--- config.mk ---
export PLATFORM = sky130hd
export DESIGN_NAME = interrupt_ack_control
export DESIGN_NICKNAME = d
export VERILOG_FILES = /design/src/rtl/interrupt_ack_control.sv
export SDC_FILE = /design/constraint.sdc
export NUM_CORES = 1
export LEC_CHECK = 0
export ABC_AREA = 1
export CORE_ASPECT_RATIO = 2
export CORE_MARGIN = 4
export CORE_UTILIZATION = 30
export DETAILED_ROUTE_END_ITERATION = 12
export MAX_ROUTING_LAYER = met4
export SLEW_MARGIN = 10
export SYNTH_ARGS = -nofsm -noshare
export SYNTH_HDL_FRONTEND = slang
export SYNTH_SLANG_ARGS = --single-unit
--- constraint.sdc ---
create_clock -name clk -period 1.8 [get_ports clk]
set_clock_uncertainty 0.15 [all_clocks]
set_input_delay 0.18 -clock clk [delete_from_list [all_inputs] [get_ports clk]]
set_output_delay 0.18 -clock clk [all_outputs]
set_load 0.005 [all_outputs]
--- src/rtl/interrupt_ack_control.sv ---
// rtl/interrupt_ack_control.sv - 8259 INTA sequencer, in-service register and EOI handling (optional PIC_ROTATE_ON_EOI_EN)
module interrupt_ack_control (
    input  logic       clk,
    input  logic       rst,
    input  logic [7:0] interrupt,
    input  logic       inta_n,
    input  logic [4:0] vector_base,
    input  logic       auto_eoi,
    input  logic       eoi_valid,
    input  logic       eoi_specific,
    input  logic [2:0] eoi_level,
    input  logic       eoi_rotate,
    output logic       int_out,
    output logic [7:0] in_service_register,
    output logic [2:0] priority_rotate,
    output logic [7:0] data_out,
    output logic       data_out_en
);

    typedef enum logic [1:0] {IDLE, WAIT_ACK1, WAIT_ACK2, DRIVE_VEC} state_t;

    state_t     state_q, state_d;
    logic       inta_prev_q;
    logic       int_out_q, int_out_d;
    logic [7:0] isr_q, isr_d;
    logic [2:0] rot_q, rot_d;
    logic [7:0] data_q, data_d;
    logic       en_q, en_d;
    logic [2:0] level_q, level_d;
    logic       spur_q, spur_d;

    logic       inta_fall, inta_rise;
    logic [2:0] irq_level;
    logic [7:0] eoi_clr;
    logic       eoi_hit;
    logic [2:0] eoi_clr_level;
    logic [2:0] scan_idx;
    logic [7:0] isr_set;
    logic [7:0] aeoi_clr;

    assign inta_fall = !inta_n && inta_prev_q;
    assign inta_rise = inta_n && !inta_prev_q;

    // Binary index of the (one-hot) winner from the resolver.
    always_comb begin
        irq_level = 3'd0;
        for (int i = 7; i >= 0; i--) begin
            if (interrupt[i]) irq_level = 3'(i);
        end
    end

    // EOI decode: specific clears eoi_level, non-specific scans from rotate+1 down to rotate.
    always_comb begin
        eoi_clr       = 8'h00;
        eoi_hit       = 1'b0;
        eoi_clr_level = eoi_level;
        scan_idx      = 3'd0;
        if (eoi_valid) begin
            if (eoi_specific) begin
                eoi_hit = isr_q[eoi_level];
            end else begin
                // Scan lowest priority first so the highest-priority set bit is the last write.
                for (int k = 8; k >= 1; k--) begin
                    scan_idx = rot_q + 3'(k);
                    if (isr_q[scan_idx]) begin
                        eoi_hit       = 1'b1;
                        eoi_clr_level = scan_idx;
                    end
                end
            end
        end
        if (eoi_hit) eoi_clr[eoi_clr_level] = 1'b1;
    end

    // Acknowledge sequencer and next-state of ISR / rotation.
    always_comb begin
        state_d   = state_q;
        int_out_d = int_out_q;
        data_d    = data_q;
        en_d      = en_q;
        level_d   = level_q;
        spur_d    = spur_q;
        isr_set   = 8'h00;
        aeoi_clr  = 8'h00;
        rot_d     = rot_q;
        unique case (state_q)
            IDLE: begin
                if (interrupt != 8'h00) begin
                    int_out_d = 1'b1;
                    state_d   = WAIT_ACK1;
                end
            end
            WAIT_ACK1: begin
                if (inta_fall) begin
                    int_out_d = 1'b0;
                    state_d   = WAIT_ACK2;
                    if (interrupt != 8'h00) begin
                        level_d            = irq_level;
                        spur_d             = 1'b0;
                        isr_set[irq_level] = 1'b1;
                    end else begin
                        // Request withdrawn before the acknowledge: answer with IR7, ISR untouched.
                        level_d = 3'd7;
                        spur_d  = 1'b1;
                    end
                end
            end
            WAIT_ACK2: begin
                if (inta_fall) begin
                    data_d  = {vector_base, level_q};
                    en_d    = 1'b1;
                    state_d = DRIVE_VEC;
                end
            end
            DRIVE_VEC: begin
                if (inta_rise) begin
                    data_d  = 8'h00;
                    en_d    = 1'b0;
                    state_d = IDLE;
                    if (auto_eoi && !spur_q) aeoi_clr[level_q] = 1'b1;
                end
            end
            default: state_d = IDLE;
        endcase
        // A set from ACK1 wins over a clear of the same bit.
        isr_d = (isr_q & ~(eoi_clr | aeoi_clr)) | isr_set;
`ifdef PIC_ROTATE_ON_EOI_EN
        if (eoi_rotate && ((aeoi_clr & isr_q) != 8'h00)) rot_d = level_q;
        if (eoi_rotate && eoi_hit) rot_d = eoi_clr_level;
`else
        rot_d = 3'b111;
`endif
    end

`ifndef PIC_ROTATE_ON_EOI_EN
    logic unused_eoi_rotate;
    assign unused_eoi_rotate = eoi_rotate;
`endif

    // State and output registers with synchronous reset.
    always_ff @(posedge clk) begin
        if (rst) begin
            state_q     <= IDLE;
            inta_prev_q <= 1'b1;
            int_out_q   <= 1'b0;
            isr_q       <= 8'h00;
            rot_q       <= 3'b111;
            data_q      <= 8'h00;
            en_q        <= 1'b0;
            level_q     <= 3'd0;
            spur_q      <= 1'b0;
        end else begin
            state_q     <= state_d;
            inta_prev_q <= inta_n;
            int_out_q   <= int_out_d;
            isr_q       <= isr_d;
            rot_q       <= rot_d;
            data_q      <= data_d;
            en_q        <= en_d;
            level_q     <= level_d;
            spur_q      <= spur_d;
        end
    end

    assign int_out             = int_out_q;
    assign in_service_register = isr_q;
    assign priority_rotate     = rot_q;
    assign data_out            = data_q;
    assign data_out_en         = en_q;

endmodule

Yosys cells after proc, flatten, opt, wreduce, memory -nomap -nowiden:

Cells that the tools add are included.

* shift operators: 0
* multiply operators: 0
* order comparisons: 7
* reductions and logical operators: 17
* equal/unequal tests: 7
* multiplexer cells: 59
* div/mod/pow operators: 0
* bitwise logic cells: 4
* $add $sub $neg: 0

Operator list (count)
* 8-bit 2-to-1 mux: 9
* 3-bit 2-to-1 mux: 19
* 1-bit 2-to-1 mux: 19
* 3-bit by 4-bit < comparator with 1-bit output (second input constant): 4
* 8-bit bitwise OR: 2
* 8-bit one-hot mux with 2 select lines: 1
* 1-bit demux with 3-bit select: 3
* 3-bit by 1-bit >= comparator with 1-bit output (second input constant): 3
* 8-bit bitwise AND: 1
* 2-bit 2-to-1 mux: 4
* 2-bit inequality test (second input constant): 4
* 8-bit NOT: 1
* 2-bit one-hot mux with 4 select lines: 1
* 8-bit nonzero test: 1
* 1-bit logical AND: 6
* 3-bit AND reduction: 2
* 2-bit equality test (second input constant): 2
* 1-bit one-hot mux with 2 select lines: 2
* 4-bit AND reduction: 1
* 2-bit nonzero test: 2
* 1-bit binary-select mux with 3-bit select: 1
* 1-bit zero test: 3
* 2-bit by 1-bit equality test with 1-bit output (second input constant): 1
* 2-bit zero test: 1
* 2-bit AND reduction: 1

* bits in latches: 0
* RAM bits: 0
* memories: 0
* output and inout port bits: 21
* memory bits (read-only): 0
* input bits: 23
* flip-flop bits (word level): 25

Longest topological paths before layout:

Gate-level depths: netlist of run 1.

* depth in word-level cells: 19
* depth in mapped cells: 12
* gate-level depth less buffers: 12

Worst setup path before layout of run 1:

Ideal clock, no wire load.

* path kind: flip-flop to flip-flop
* start point: register state_q[1]
* end point: register isr_q[2] (netlist: in_service_register[2])
* period minus slack after synthesis: 1.511 ns
* data required time: 1.581 ns
* buffers on the path: 0
* arrival time: 1.292 ns
* slack: 0.289 ns
* stages on the path, launching flop included: 8
* path through: dfxtp_1 inv_1 ha_1 nand2_4 nor2_4 a21boi_4 nand2_1 a21oi_2

* longest elaborated chain between the ends: 6
* elaborated cells on any way between the ends: 8
* classes of those cells: 2 x eq/ne; 2 x mux; 4 x bitwise

RTL lines
* start: declaration: line 22 `state_t state_q, state_d;`
* start signal: assignment: line 153 `state_q <= state_d;`
* 2-bit equality test: line 86 `unique case (state_q)`
* 8-bit 2-to-1 mux: line 86
* 8-bit bitwise OR: line 126 `isr_d = (isr_q & ~(eoi_clr | aeoi_clr)) | isr_set;`
* 8-bit NOT: line 126
* 8-bit bitwise AND: line 126
* 8-bit bitwise OR (*): line 126
* end signal: assignment: line 156 `isr_q <= isr_d;`
* end: declaration: line 25 `logic [7:0] isr_q, isr_d;`

Mark *: on every way between the ends. The rest lies on a longest branch, timed or not.
A chain may end at the register's enable or synchronous reset.

Final worst setup path of run 1:

* start point: register state_q[0]
* end point: register en_q (netlist: data_out_en)

* longest elaborated chain between the ends: 3
* elaborated cells on any way between the ends: 7
* classes of those cells: 4 x eq/ne; 1 x mux; 2 x reduce/logical

RTL lines
* 2-bit equality test: line 86
* 2-bit inequality test (no source line) / 2-bit nonzero test (equally long branches)
* 3-bit AND reduction (no source line)
* end signal: assignment: line 159 `en_q <= en_d;`
* end: declaration: line 28 `logic en_q, en_d;`

Several ways; a longest one is shown, not always the timed one.

==> results_dict.tcl, run 1 <==
set metrics [dict create \
    outcome "finished, final reports clean" \
    dpl.hpwl_um 3700 \
    yosysSeqAreaShare_pct 31.2 \
    final_design_area_no_fill_um2 2230 \
    grt.total_usage_pct 14.6 \
    netlist_area_um2 1600 \
    rsz_0062_raised_after_global_routing "false" \
    routed_via_density 4.77 \
    crit_chain "inv_1 > ha_1 > nand2_1 > nand2_1 > inv_2 > o21ai_4 > buf_4 > a21oi_1 > nor2_1" \
    timing.final.max_slew_violations 0 \
    p_leak_nw 0.909 \
    postLayoutSetupSlackWorst_ps 162 \
    crit_family "flip-flops" \
    ant_nets 0 \
    wl_per_cell_um 12.4 \
    cts.reportedPaths.clkPinSlew_ps 90 \
    ys_seq_elements 25 \
    die_width_um 59.7 \
    cts_setup_buffers 0 \
    critPathCaptureType "flop" \
    diodes 0 \
    globalRoute.totalOverflow 0 \
    drt-initial-drc-count 54 \
    num-nets-final 325 \
    areaGrowthSynthToFinish_pct 38.8 \
    hp-class "in2reg" \
    timing.final.setup_violations 0 \
    final_layout_size_suffix_gt1_share_pct 17.9 \
    placement.setup.worst_slack_ps -82.4 \
    power-per-cell-area_nw_per_um2 842 \
    max_freq_mhz 610 \
    ir_drop_uv 532 \
    max_cap_viol_count 0 \
    setup.worst_path.start_class "flop" \
    placement.io_buffers 39 \
    initial_standard_cell_utilization_of_the_core_pct 30.9 \
    number_of_library_cell_types_mapped_by_synthesis 31 \
    design_power_total_mw 1.88 \
    boundaryPins 44 \
    worst_skew_pair.late_latency_ps 270 \
    clk_path_buf_depth 2 \
    gp_congestion 0.847 \
    synthesis.instances 241 \
    antenna_violations_before_repair 0 \
    grt_start_max_net_pins 24 \
    cts_htree_levels 1 \
    worst_path_most_repeated_cell "sky130_fd_sc_hd__nand2_1" \
    worst_ep_required_time_ps 1820 \
    setup_total_negative_slack_ps 0 \
    cts_tree "built" \
    yosysWarnings 0 \
    final_critical_path_required_period_ps 1640 \
    worst_path_max_delay_cell "sky130_fd_sc_hd__dfxtp_2" \
    final_hold_viol_count 0 \
    cts-hold-fix-buffers 0 \
    dr.pass1.iters 4 \
    first_global_vias 1711 \
    timing_worst_setup_path_type "reg2reg" \
    placedInstanceArea_um2 2160 \
    core_area_um2 5180 \
    die_height_um 111 \
    data_arrival_time_of_the_critical_path_ps 1660 \
    numCtsBuffers 3 \
    clock-root-buffer "sky130_fd_sc_hd__clkbuf_8" \
    critical_path.n_buffers_inverters 3 \
    drc_errors 0 \
    detailroute.via_count 1689 \
    final.fill_count 563 \
    crit_path_max_fanout 9 \
    drt-total-wl_um 4410 \
    cp_slowest_stage_delay_ps 360 \
    post-route-period-util_pct 91.0 \
    grt_pass1_wl_um 7360 \
    num_rows 37 \
    post_synth.cell_area_avg_um2 6.66 \
    cts_sinks 25 \
    dieArea_um2 6650 \
]
==> metal layers <==
| metal | vias to the layer above | share of wire [%] | track usage, % |
|---|---|---|---|
| li1 | 876 | - | - |
| met1 | 764 | 31 | 12.4 |
| met2 | 36 | 62 | 28.0 |
| met3 | 13 | 2.9 | 1.86 |
| met4 | 0 | 3.8 | 7.84 |
| met5 | - | 0 | - |
==> power by group <==
group	total, mW	switching, mW	internal (mW)
Sequential	0.707	0.0592	0.647
Clock	0.343	0.186	0.157
Combinational	0.826	0.437	0.390
Total	1.88	0.682	1.19
==> synthesized netlist by cell type, drive strengths merged <==
cell | number | area share (%)
nand2 | 80 | 20
inv | 33 | 7.7
a21oi | 26 | 8.8
dfxtp | 25 | 31
nor2 | 23 | 8.0
nand3 | 22 | 7.2
o21ai | 6 | 2.6
ha | 5 | 3.9
a41oi | 4 | 2.2
buf | 4 | 1.6
nor3 | 3 | 0.94
a211oi | 2 | 1.2
a21boi | 1 | 1.2
a221oi | 1 | 0.94
clkbuf | 1 | 0.23
conb | 1 | 0.23
o21a | 1 | 0.47
o21bai | 1 | 0.47
o31a | 1 | 0.55
or2 | 1 | 0.39
==> timing repair <==
action	in CTS	in global routing
gates resized for setup	0	4
setup endpoints to repair	0	7
endpoints found under the hold margin	0	0
==> worst paths after layout <==
| kind | start | endpoint | slack, ps | cells past startpoint |
|---|---|---|---|---|
| worst max-delay path | state_q[0] | data_out_en | 160 | 9 |
| worst min-delay path | vector_base[0] | data_out[3] | 300 | 3 |
| worst max register to register | state_q[0] | data_out_en | 160 | 9 |
| worst min register to register | data_out[0] | data_out[0] | 320 | 2 |
==> cell type report <==
cell class	count	area [µm²]	share of cell area (%)
Timing Repair Buffer	53	508	22.8
Tap cell	58	72.6	3.26
Multi-Input combinational cell	181	971	43.6
Sequential cell	25	503	22.6
Clock buffer	3	41.3	1.85
Inverter	33	124	5.56
Clock inverter	1	7.51	0.337
==> through the flow <==
stage               hold slack (ps)  std cells  utilization, %
floorplan                       103        243               -
global placement                301        349            41.7
detailed placement              306        349            41.7
CTS                             298        353            42.6
global route                    311        354            43.0
finish                          305        354            43.0
==> logic make-up (layout without fill, tap and decap cells) <==
group                    Yosys count  in the layout  share of synthesized area (%)
AO/OA/AOI/OAI                     43             43                           18.4
adder cells (fa/ha/maj)            5              5                           3.90
buffers and inverters             38             90                           9.59
flip-flops                        25             25                           31.2
other                              1              3                          0.234
AND/OR/NAND/NOR                  129            130                           36.7
==> layout by cell type, fill, tap and decap left out, types with 5 or more instances in the layout <==
cell	instances
sky130_fd_sc_hd__nand3_1	21
sky130_fd_sc_hd__dfxtp_1	23
sky130_fd_sc_hd__inv_2	5
sky130_fd_sc_hd__nand2_2	6
sky130_fd_sc_hd__buf_4	13
sky130_fd_sc_hd__inv_1	28
sky130_fd_sc_hd__clkdlybuf4s50_1	39
sky130_fd_sc_hd__nand2_1	73
sky130_fd_sc_hd__a21oi_1	23
sky130_fd_sc_hd__nor2_2	8
sky130_fd_sc_hd__nor2_1	12
==> flip-flops by register name, indices dropped and copies added (netlist names) <==
name,flops
state_q,2
data_out_en,1
spur_q,1
in_service_register,8
data_out,8
level_q,3
inta_prev_q,1
int_out,1
==> tightest hold or removal path: stages <==
cell and delay, ps:
sky130_fd_sc_hd__clkdlybuf4s50_1 400, sky130_fd_sc_hd__nand2_1 60, sky130_fd_sc_hd__a21oi_1 50
No activity file was read; power rests on OpenSTA's default activity.
==> run 2, diff against run 1 <==
Settings changed: CAP_MARGIN set to 10.
==> results of run 2 <==
Same layout as run 1: the final DEF is identical, and so are final timing and power.
